$ cat src/rtl/parallax_scroll_controller.sv
// -----------------------------------------------------------------------------
// parallax_scroll_controller
//
// Scrolls NUM_LAYERS background layers vertically once per video frame. Each
// layer k moves by the latched player speed divided by 2^(FRAC_BITS+k), so
// deeper layers move more slowly. On each frame the layers are updated one per
// cycle, and then update_done pulses.
//
// Optional feature macro: SCROLL_SUBPIXEL_EN
//   defined   : each layer keeps a fractional accumulator, so slow speeds
//               still produce motion over several frames.
//   undefined : the step is the speed shifted right and truncated. No
//               accumulator registers are built.
//
// Ports
//   clk          in   system clock, posedge
//   resetN       in   asynchronous active-low reset
//   frame_start  in   one-cycle pulse at the start of a video frame
//   player_speed in   unsigned speed, sampled with frame_start
//   pause        in   freezes layer y and accumulators
//   new_state    out  per layer {img_id, x, y, width, height}
//                     (index 4 = img_id ... index 0 = height)
//   busy         out  FSM in UPDATE or DONE
//   update_done  out  one-cycle pulse when all layers are updated
//   overrun      out  sticky; frame_start seen while busy
//
// FSM states
//   state  | meaning
//   IDLE   | waiting for frame_start
//   UPDATE | updating layer idx, one layer per cycle
//   DONE   | single cycle, update_done high
// -----------------------------------------------------------------------------
module parallax_scroll_controller #(
  parameter int NUM_LAYERS = 2,
  parameter int COORD_W    = 11,
  parameter int SPEED_W    = 10,
  parameter int FRAC_BITS  = 5,
  parameter int BASE_IMG   = 31
) (
  input  logic                                    clk,
  input  logic                                    resetN,
  input  logic                                    frame_start,
  input  logic [SPEED_W-1:0]                      player_speed,
  input  logic                                    pause,
  output logic [NUM_LAYERS-1:0][4:0][COORD_W-1:0] new_state,
  output logic                                    busy,
  output logic                                    update_done,
  output logic                                    overrun
);

  localparam logic [1:0] ST_IDLE   = 2'd0;
  localparam logic [1:0] ST_UPDATE = 2'd1;
  localparam logic [1:0] ST_DONE   = 2'd2;

  localparam int IDX_W = (NUM_LAYERS > 1) ? $clog2(NUM_LAYERS) : 1;
  // The width is wide enough that frac + speed cannot overflow, and wide enough
  // to hold height-1 for the clamp compare.
  localparam int ACC_W = SPEED_W + COORD_W + FRAC_BITS + NUM_LAYERS;

  localparam logic [COORD_W-1:0] INIT_X    = COORD_W'(32);
  localparam logic [COORD_W-1:0] WIDTH     = COORD_W'(512);
  localparam logic [COORD_W-1:0] HEIGHT    = COORD_W'(480);
  localparam logic [COORD_W-1:0] HEIGHT_M1 = COORD_W'(479);

  logic [1:0]         state_q, state_d;
  logic [IDX_W-1:0]   idx_q, idx_d;
  logic [SPEED_W-1:0] speed_q, speed_d;
  logic               overrun_q, overrun_d;
  logic               update_done_q, update_done_d;

  always_comb begin
    state_d       = state_q;
    idx_d         = idx_q;
    speed_d       = speed_q;
    overrun_d     = overrun_q;
    update_done_d = 1'b0;
    case (state_q)
      ST_IDLE: begin
        if (frame_start) begin
          speed_d = player_speed;
          idx_d   = '0;
          state_d = ST_UPDATE;
        end
      end
      ST_UPDATE: begin
        if (frame_start) overrun_d = 1'b1;
        if (idx_q == IDX_W'(NUM_LAYERS - 1)) begin
          idx_d         = '0;
          state_d       = ST_DONE;
          // Registered so that update_done is high for the whole DONE cycle.
          update_done_d = 1'b1;
        end else begin
          idx_d = idx_q + 1'b1;
        end
      end
      ST_DONE: begin
        if (frame_start) overrun_d = 1'b1;
        state_d = ST_IDLE;
      end
      default: begin
        state_d = ST_IDLE;
        idx_d   = '0;
      end
    endcase
  end

  always_ff @(posedge clk or negedge resetN) begin
    if (!resetN) begin
      state_q       <= ST_IDLE;
      idx_q         <= '0;
      speed_q       <= '0;
      overrun_q     <= 1'b0;
      update_done_q <= 1'b0;
    end else begin
      state_q       <= state_d;
      idx_q         <= idx_d;
      speed_q       <= speed_d;
      overrun_q     <= overrun_d;
      update_done_q <= update_done_d;
    end
  end

  assign busy        = (state_q != ST_IDLE);
  assign update_done = update_done_q;
  assign overrun     = overrun_q;

  for (genvar k = 0; k < NUM_LAYERS; k++) begin : g_layer
    localparam int S = FRAC_BITS + k;

    logic               upd;
    logic [ACC_W-1:0]   sum;
    logic [ACC_W-1:0]   step_full;
    logic [COORD_W-1:0] delta;
    logic [COORD_W-1:0] y_q, y_d;

    assign upd = (state_q == ST_UPDATE) && (idx_q == IDX_W'(k)) && !pause;

`ifdef SCROLL_SUBPIXEL_EN
    logic [S-1:0] frac_q, frac_d;

    assign sum = ACC_W'(frac_q) + ACC_W'(speed_q);

    always_comb begin
      frac_d = frac_q;
      if (upd) frac_d = sum[S-1:0];
    end

    always_ff @(posedge clk or negedge resetN) begin
      if (!resetN) frac_q <= '0;
      else         frac_q <= frac_d;
    end
`else
    assign sum = ACC_W'(speed_q);
`endif

    assign step_full = sum >> S;
    // The step is clamped to height-1 so that one wrap never skips a full screen.
    assign delta = (step_full > ACC_W'(HEIGHT_M1)) ? HEIGHT_M1 : step_full[COORD_W-1:0];

    always_comb begin
      y_d = y_q;
      if (upd) begin
        if (y_q < delta) y_d = y_q + HEIGHT - delta;
        else             y_d = y_q - delta;
      end
    end

    always_ff @(posedge clk or negedge resetN) begin
      if (!resetN) y_q <= '0;
      else         y_q <= y_d;
    end

    assign new_state[k][4] = COORD_W'(BASE_IMG + k);
    assign new_state[k][3] = INIT_X;
    assign new_state[k][2] = y_q;
    assign new_state[k][1] = WIDTH;
    assign new_state[k][0] = HEIGHT;
  end

endmodule
$ cat config.mk
export PLATFORM = sky130hd
export DESIGN_NAME = parallax_scroll_controller
export DESIGN_NICKNAME = d
export VERILOG_FILES = /design/src/rtl/parallax_scroll_controller.sv
export SDC_FILE = /design/constraint.sdc
export NUM_CORES = 1
export LEC_CHECK = 0
export CAP_MARGIN = 20
export CORE_MARGIN = 8
export CORE_UTILIZATION = 49
export DETAILED_ROUTE_END_ITERATION = 8
export PLACE_DENSITY = 0.9
export SKIP_LAST_GASP = 1
export SLEW_MARGIN = 20
export SYNTH_ARGS = -nofsm -noshare
export SYNTH_HDL_FRONTEND = slang
export SYNTH_SLANG_ARGS = --single-unit
$ cat constraint.sdc
create_clock -name clk -period 6.5 [get_ports clk]
set_input_delay 0.975 -clock clk [delete_from_list [all_inputs] [get_ports clk]]
set_output_delay 0.975 -clock clk [all_outputs]
set_load 0.005 [all_outputs]
==> impl_metrics.env <==
export IMPL_outcome="complete, no violations"
export IMPL_power_density_nw_per_um2=543
export IMPL_crit_path_max_fanout=4
export IMPL_place_ws_ns=3.84
export IMPL_yosysWarnings=0
export IMPL_insertion_delay_ns=0.30
export IMPL_cts_buffers=5
export IMPL_cts_hold_buffers=0
export IMPL_crit_arrival_ns=2.93
export IMPL_ys_ff_latch=32
export IMPL_die_h_um=97.9
export IMPL_finalWorstSetupSlack_ns=3.78
export IMPL_grt_overflow=0
export IMPL_criticalPathCategory="reg -> reg"
export IMPL_regToRegSetupSlack_ns=3.78
export IMPL_routed_wl_um=6950
export IMPL_clockRootBuffer="clkbuf_8"
export IMPL_cp_slowest_cell="dfrtp_1"
export IMPL_critPathLaunchType="register"
export IMPL_dr_pass1_iters=4
export IMPL_initial_core_util=0.495
export IMPL_area_growth_pct=5.06
export IMPL_worstPathRequired_ns=6.71
export IMPL_max_stage_delay_ns=0.44
export IMPL_drc=0
export IMPL_cp_end_kind="register"
export IMPL_syn_area_per_cell_um2=8.88
export IMPL_r2r_start="speed_q[7]$_DFFE_PN0P_"
export IMPL_synth_ff_type="dfrtp_1"
export IMPL_fin_tns_setup_ns=0
export IMPL_netlist_area_um2=3290
export IMPL_crit_path_end="g_layer[1].y_q[7]$_DFFE_PN0P_"
export IMPL_layout_drive_gt1_share=0.0469
export IMPL_fin_cells=485
export IMPL_hold_class="reg -> reg"
export IMPL_cts_buffer_depth=2
export IMPL_fmax_mhz=368
export IMPL_slew_viol_final=0
export IMPL_cts_tree="yes"
export IMPL_postCtsSetupBuffers=0
export IMPL_core_area_um2=6640
export IMPL_io_pin_count=127
export IMPL_postCtsResizedCells=0
export IMPL_vdd_drop_max_mv=0.283
export IMPL_final_util=0.520
export IMPL_portBuffers=33
export IMPL_rsz0062_at_grt="no"
export IMPL_die_area_um2=9580
export IMPL_die_w_um=97.9
export IMPL_antenna_cells=0
export IMPL_syn_inst=370
export IMPL_rows=30
export IMPL_cts_sinks=32
export IMPL_reg2regPathDepth=11
export IMPL_rr_endpoint="g_layer[1].y_q[7]$_DFFE_PN0P_"
export IMPL_antenna_found_initial=0
export IMPL_dp_cells=478
export IMPL_worstSetupStartpoint="speed_q[7]$_DFFE_PN0P_"
export IMPL_grt_pass1_wl_um=11900
export IMPL_routedWlPerCell_um=14.3
export IMPL_synth_enable_flop_cells=0
export IMPL_gp_congestion=0.860
export IMPL_htree_num_levels=2
export IMPL_hold_violations=0
export IMPL_dp_hpwl_um=5640
export IMPL_drt_iter0_drc=176
export IMPL_via_count=2318
export IMPL_synth_seq_area_share=0.244
export IMPL_via_per_inst=4.78
export IMPL_ant_nets=0
export IMPL_stdcell_area_um2=3450
export IMPL_grt_pass1_vias=2506
export IMPL_setup_violations=0
export IMPL_power_leakage_nw=1.70
export IMPL_worstMarginPinSlew_ns=0.561
export IMPL_grt_max_degree=33
export IMPL_cts_clk_slew_worst_paths_ns=0.06
export IMPL_worstPathCellList="inv_1, ha_1, ha_1, inv_1, fa_1, nor2b_4, o311a_1, or3_1, or2_0, a21oi_2, xor2_1"
export IMPL_yosysUniqueCellTypes=47
export IMPL_max_cap_violations=0
export IMPL_maxSlewHeadroom=0.625
export IMPL_finalCriticalPeriod_ns=2.72
export IMPL_ys_async_sr_fraction=1.00
export IMPL_grt_usage=0.148
export IMPL_fin_crit_sh=0.418
export IMPL_fin_skew_ns=0.0107
export IMPL_dpl_cell_area_um2=3360
export IMPL_nets=459
synthesized netlist by cell type (all sizes together) (2+ instances only):
library cell | n | area (µm²)
conb | 2 | 7.51
nand3b | 5 | 37.5
nor2b | 14 | 95.1
o21bai | 2 | 15.0
inv | 37 | 139
o221ai | 3 | 26.3
xnor2 | 13 | 114
nand3 | 4 | 20.0
a21oi | 12 | 63.8
nor4 | 2 | 12.5
ha | 31 | 388
buf | 91 | 687
mux2 | 6 | 67.6
o21ai | 23 | 115
o211ai | 3 | 22.5
dfrtp | 32 | 801
nand2b | 9 | 63.8
or3 | 3 | 18.8
nor2 | 9 | 33.8
and2 | 2 | 12.5
or2 | 2 | 12.5
fa | 9 | 180
mux2i | 4 | 40.0
nand2 | 23 | 86.3
a31oi | 4 | 40.0
nor3 | 6 | 30.0
xor2 | 5 | 43.8
per-stage QoR:
step	total power, mW	hold slack [ns]
floorplan	1.35	0.451
CTS	1.87	0.483
global route	2.05	0.499
finish	1.87	0.477
global placement	1.61	0.442
detailed placement	1.69	0.464
layout by cell type, fill, tap and decap left out, types with 7 or more instances in the layout:
master and instances:
nor2_1 9, a21oi_1 11, fa_1 9, nand2_1 23, nand2b_1 8, clkbuf_8 7
xnor2_1 13, conb_1 88, inv_1 37, nor2b_1 13, o21ai_0 23, clkdlybuf4s50_1 33
ha_1 31, dfrtp_1 32
power by group:
group | total, mW | switching [mW] | leakage (nW) | internal (mW)
Sequential | 0.393 | 0.103 | 0.389 | 0.290
Clock | 0.171 | 0.0769 | 0.0503 | 0.0943
Combinational | 1.31 | 0.701 | 1.26 | 0.608
registers in the layout, indices dropped and copies added (netlist names):
name / flops
state_q: 2
idx_q: 1
speed_q: 5
update_done: 1
g_layer.y_q: 22
overrun: 1
metal layers:
layer,wire [µm],GRT usage,vias up,share of wire
met3,658,0.0526,15,0.095
met4,165,0.0719,0,0.024
li1,-,-,1105,-
met1,2670,0.159,1088,0.38
met5,0,0,-,0
met2,3450,0.253,110,0.50
worst max-delay path, delay by kind of cell (launching register included):
family	cells	cell delay, ns
fa+ha+maj	3	0.79
simple gates	3	0.63
buf+inv	2	0.16
compound gates	2	0.47
flops	1	0.44
xor+xnor	1	0.16
cell families (layout without fill, tap and decap cells):
logic type	Yosys count	in the layout	synth area share
mux	10	10	0.0327
flops	32	32	0.244
compound gates	57	57	0.113
buf+inv	129	78	0.252
xor+xnor	18	18	0.0480
other cells	2	88	0.00228
fa+ha+maj	40	40	0.173
simple gates	82	82	0.136
layout make-up:
class                      instances  area, µm²
clock buffer                       7       96.3
fill                             581       3190
inverter                          37        139
multi-input combinational        295       1980
sequential                        32        801
tap                               80        100
timing repair buffer              34        338
how the worst min path moves through the flow:
stage	startpoint	to	cells after the start
global route	overrun$_DFFE_PN0P_	overrun$_DFFE_PN0P_	1
detailed placement	overrun$_DFFE_PN0P_	overrun$_DFFE_PN0P_	1
global placement	overrun$_DFFE_PN0P_	overrun$_DFFE_PN0P_	1
CTS	overrun$_DFFE_PN0P_	overrun$_DFFE_PN0P_	1
floorplan	overrun$_DFFE_PN0P_	overrun$_DFFE_PN0P_	1
finish	overrun$_DFFE_PN0P_	overrun$_DFFE_PN0P_	1
Power figures use the tool's default switching activity.
